[config.mk]
export PLATFORM = sky130hd
export DESIGN_NAME = sha_schedule_ctrl
export DESIGN_NICKNAME = d
export VERILOG_FILES = /design/src/rtl/sha_pkg.sv /design/src/rtl/sha_schedule_ctrl.sv
export SDC_FILE = /design/constraint.sdc
export NUM_CORES = 1
export LEC_CHECK = 0
export ABC_AREA = 1
export CORE_AREA = 2 2 409 411
export DETAILED_ROUTE_END_ITERATION = 12
export DIE_AREA = 0 0 411 413
export GPL_ROUTABILITY_DRIVEN = 0
export PLACE_DENSITY = 0.32
export SYNTH_ARGS = -nofsm -noshare
export SYNTH_HDL_FRONTEND = slang
export SYNTH_SLANG_ARGS = --single-unit
[constraint.sdc]
create_clock -name clk -period 29.5 [get_ports clk]
set_input_delay 5.9 -clock clk [delete_from_list [all_inputs] [get_ports clk]]
set_output_delay 5.9 -clock clk [all_outputs]
set_load 0.03 [all_outputs]
[src/rtl/sha_pkg.sv]
// Shared definitions for the SHA-256 schedule/round sequencer.
package sha_pkg;

    // Controller states; encoding is also exported on the debug port.
    typedef enum logic [2:0] {
        ST_IDLE   = 3'd0,
        ST_LOAD   = 3'd1,
        ST_EXPAND = 3'd2,
        ST_ROUND  = 3'd3,
        ST_DONE   = 3'd4
    } state_t;

    localparam int SHA_ROUNDS    = 64;
    localparam int SHA_EXP_FIRST = 16;
    localparam int SHA_EXP_PARK  = 63;

endpackage

[src/rtl/sha_schedule_ctrl.sv]
// Sequencer for SHA-256 message expansion and compression rounds.
// One block in flight: accept -> load W[0..15] -> expand W[16..63] ->
// stream round indices 0..63 to the compression core -> done pulse.
//
// Handshakes: a transfer happens on a rising edge where valid && ready are
// both high. msg_ready is high only in IDLE. rnd_valid is high in ROUND and
// does not depend on rnd_ready; rnd_idx holds until rnd_valid && rnd_ready.
module sha_schedule_ctrl
    import sha_pkg::*;
#(
    parameter int MSG_W = 512,
    parameter int IDX_W = 7
) (
    input  logic             clk,
    input  logic             rst,
    input  logic             msg_valid,
    output logic             msg_ready,
    input  logic [MSG_W-1:0] msg_in,
    input  logic             abort,
    output logic [MSG_W-1:0] exp_msg,
    output logic             exp_load,
    output logic [IDX_W-1:0] exp_idx,
    output logic             rnd_valid,
    input  logic             rnd_ready,
    output logic [5:0]       rnd_idx,
    output logic             rnd_last,
    output logic             busy,
    output logic             done,
    output logic [2:0]       dbg_state
);

    localparam logic [IDX_W-1:0] EXP_FIRST = IDX_W'(SHA_EXP_FIRST);
    localparam logic [IDX_W-1:0] EXP_PARK  = IDX_W'(SHA_EXP_PARK);
    localparam logic [5:0]       RND_LAST  = 6'(SHA_ROUNDS - 1);

    state_t             r_state;
    state_t             w_next_state;
    logic [IDX_W-1:0]   r_exp_idx;
    logic [5:0]         r_rnd_idx;
    logic [MSG_W-1:0]   r_exp_msg;
    logic               w_accept;
    logic               w_rnd_fire;

    assign w_accept   = (r_state == ST_IDLE) && msg_valid;
    assign w_rnd_fire = (r_state == ST_ROUND) && rnd_ready;

    // State register, block capture and the expansion/round counters.
    // exp_idx parks at 63 whenever the next state is not EXPAND, so the
    // expansion unit only ever recomputes W[63] outside the expansion pass.
    always_ff @(posedge clk or posedge rst) begin
        if (rst) begin
            r_state   <= ST_IDLE;
            r_exp_idx <= EXP_PARK;
            r_rnd_idx <= 6'd0;
            r_exp_msg <= '0;
        end else begin
            r_state <= w_next_state;

            if (w_accept) begin
                r_exp_msg <= msg_in;
            end

            if (w_next_state == ST_EXPAND) begin
                r_exp_idx <= (r_state == ST_EXPAND) ? r_exp_idx + 1'b1 : EXP_FIRST;
            end else begin
                r_exp_idx <= EXP_PARK;
            end

            if (w_next_state != ST_ROUND) begin
                r_rnd_idx <= 6'd0;
            end else if (w_rnd_fire) begin
                r_rnd_idx <= r_rnd_idx + 6'd1;
            end
        end
    end

    // Next-state logic and Moore output decode.
    always_comb begin
        w_next_state = r_state;
        msg_ready    = 1'b0;
        exp_load     = 1'b0;
        rnd_valid    = 1'b0;
        rnd_last     = 1'b0;
        done         = 1'b0;
        busy         = (r_state != ST_IDLE);

        case (r_state)
            ST_IDLE: begin
                msg_ready = 1'b1;
                if (msg_valid) begin
                    w_next_state = ST_LOAD;
                end
            end
            ST_LOAD: begin
                exp_load     = 1'b1;
                w_next_state = abort ? ST_IDLE : ST_EXPAND;
            end
            ST_EXPAND: begin
                if (abort) begin
                    w_next_state = ST_IDLE;
                end else if (r_exp_idx == EXP_PARK) begin
                    w_next_state = ST_ROUND;
                end
            end
            ST_ROUND: begin
                rnd_valid = 1'b1;
                rnd_last  = (r_rnd_idx == RND_LAST);
                // Abort wins over a same-cycle final handshake.
                if (abort) begin
                    w_next_state = ST_IDLE;
                end else if (rnd_ready && (r_rnd_idx == RND_LAST)) begin
                    w_next_state = ST_DONE;
                end
            end
            ST_DONE: begin
                done         = 1'b1;
                w_next_state = ST_IDLE;
            end
            default: begin
                w_next_state = ST_IDLE;
            end
        endcase
    end

    assign exp_msg   = r_exp_msg;
    assign exp_idx   = r_exp_idx;
    assign rnd_idx   = r_rnd_idx;
    assign dbg_state = r_state;

endmodule

==> run_results.csv <==
group,metric,value,unit
status,status,"complete, no violations",
pwr,vdd_ir_drop_max,0.0000519,V
setup_path,slowest_delay,0.85,ns
layout,stdcell_count,5593,
route,dr.pass1.iters,6,
yosys,yosys.area.top_type_share,0.623,
sta,max-slew-margin-rel,0.275,
layout,final_area,36200,sq um
route,vias_per_cell,3.56,
setup_path,endpoint_kind,"register",
global_routing,grtUsageTotal,0.137,
route,wire_per_inst,21.6,um
layout,nNetsFinal,3842,
cts,cts_buffers,76,
cts,cts_tree,"done",
cts,cts_sinks,528,
layout,final_core_util,0.218,
yosys,seq_area_frac_synth,0.631,
layout,final_cell_mix,"nand2_1, clkdlybuf4s50_1, nand3_1",
sta,fin_crit,9.29,ns
setup_path,crit_slowest_cell,"buf_4",
cts,holdBufCountCts,0,
setup_path,crit_buf_inv,4,
die,rows,150,
sta,tightest_slew,1.09,ns
sta,worst_slack,20.21,ns
cts,root_buffer,"clkbuf_16",
place,dp_slack,19.42,ns
route,finalWirelength,121,mm
setup_path,path_depth,7,
route,via_count,19900,
cts,cts_resized,0,
layout,final_common_cell,"nand2_1",
place,dp_hpwl,89.5,mm
route,drc,0,
layout,syn_to_final_growth,72.9,%
sta,hold_viol_final,0,
pwr,finalPower,4.48,mW
min_path,hold_depth,2,
global_routing,grt_pass1_vias,20900,
yosys,yosysWarnings,0,
cts,ctsHtreeMaxLevel,3,
global_routing,grt_overflow_total,0,
cts,clk-insertion-delay-late,0.66,ns
min_path,hp-class,"reg2reg",
global_routing,grt_pass1_wl,167,mm
run,drv_cap,0,
die,io_pins,1051,
die,fp.coreArea,166000,sq um
layout,fillers,18300,
sta,rsz0062_at_grt,"no",
setup_path,cp_cell_sequence,"buf_8 -> nand2_8 -> buf_4 -> buf_4 -> buf_4 -> nand2_1 -> nand2_1",
sta,hold_slack,0.465,ns
place,dp.cells,5449,
yosys,ys_top_cells_by_area,"dfrtp_1, nand2_1, nand3_1, buf_2, clkbuf_1",
setup_path,worst-r2r-cell-count,9,
setup_path,worstSetupStartpointType,"input pin",
die,fp.dieH,413,um
route,drtAntennaViolNets,0,
setup_path,r2r_start,"dbg_state[1]",
cts,clkTransAtPathRegs,0.05,ns
cts,cts_max_path_buffers,3,
sta,post-route-period-util,0.315,
cts,cts_setup_buffers,0,
setup_path,worstPathRequired,30.08,ns
yosys,synth_nets,2855,
global_routing,antenna_found_initial,30,
sta,final_max_slew_viol_count,0,
die,start_util,0.126,
yosys,synth.cell_area,21000,sq um
yosys,synth_seq_cells,528,
pwr,power_density,124,nW/um^2
yosys,netlist_instances,2336,
setup_path,crit_start,"msg_valid",
setup_path,r2r-end,"exp_msg[107]",
sta,fin_tns_setup,0,ns
yosys,syn_avg_cell_area,8.97,sq um
yosys,yosysTopAreaCell,"dfrtp_1",
setup_path,critPathTopFamily,"buffers and inverters",
setup_path,regToRegSetupSlack,24.94,ns
setup_path,cp_data_arrival_time,9.87,ns
global_routing,grt_max_degree,128,
yosys,yosys.cell_types.count,27,
setup_path,worst-path-max-fanout,127,
place,placed_cell_area,33600,sq um
place,port_buffers,1050,
layout,ff_latch_area,13200,sq um
sta,skew,0.0312,ns
setup_path,worstSetupEndpoint,"exp_msg[107]",
route,first_iter_violations,1082,
sta,fmax,0.108,GHz
layout,drive_gt1_frac,0.0506,
pwr,leakagePower,16.6,nW
setup_path,critical_path_class,"in2reg",
die,dieArea,170000,sq um
setup_path,cp_common_cell,"buf_4",
die,die_w,411,um
sta,setup_viol,0,
layout,multi_input_area,6850,sq um
where the power goes:
group          internal, mW  switching, mW
sequential             1.07          0.196
combinational         0.800           1.47
clock                 0.572          0.383
tightest hold or removal path, delay by kind of cell (launching register included):
family / cells / cell delay, ns
AND/OR/NAND/NOR: 2 / 0.10
flip-flops: 1 / 0.33
registers in the layout, indices dropped and copies added, names as in the netlist:
name / count
exp_msg: 512
dbg_state: 3
exp_idx: 7
rnd_idx: 6
area by class of cell:
class | count | area share
clock buffer | 110 | 0.0630
antenna | 7 | 0.000484
multi-input combinational | 1619 | 0.189
timing repair buffer | 1078 | 0.296
inverter | 20 | 0.00273
tap | 2204 | 0.0761
sequential | 528 | 0.365
clock inverter | 27 | 0.00763
per-layer routing:
layer / wire length [um] / GRT usage / part of all wire
met1: 45500 / 0.152 / 0.38
met3: 11300 / 0.0555 / 0.094
met2: 61300 / 0.242 / 0.51
met5: 0 / 0 / 0
met4: 2390 / 0.0368 / 0.020
kinds of logic (layout without fill, tap and decap cells):
logic type / count (synthesis) / after routing / share of synthesized area
simple gates: 1605 / 1605 / 0.322
flops: 528 / 528 / 0.631
buf+inv: 189 / 1235 / 0.0423
compound gates: 8 / 8 / 0.00215
xor+xnor: 4 / 4 / 0.00167
fa+ha+maj: 2 / 2 / 0.00119
other cells: 0 / 7 / 0
Yosys cell counts:
cell type  instances
inv_1             18
nand2_2            1
dfstp_2            6
nand4_1            3
o21bai_1           1
nor3_1             4
nand3_2            1
nand2_8            1
nor2_4             2
buf_2            112
nor4_1             1
ha_1               2
o21ai_0            3
inv_2              1
nand3_1          525
or2_2              1
o21a_1             1
nor2_2             1
nor2_1            12
xor2_1             4
a21oi_1            3
inv_4              1
nand2_1         1053
clkbuf_1          49
dfrtp_1          522
buf_6              1
buf_4              7
worst min-delay path by stage:
stage                 start           end  slack, ns
3_5_place_dp   exp_msg[223]  exp_msg[223]       0.46
6_report       exp_msg[281]  exp_msg[281]       0.46
2_1_floorplan    exp_idx[4]    exp_idx[4]       0.64
3_3_place_gp   exp_msg[346]  exp_msg[346]       0.45
5_1_grt        exp_msg[286]  exp_msg[286]       0.48
4_1_cts        exp_msg[228]  exp_msg[228]       0.47
No activity file was read; power rests on OpenSTA's default activity.
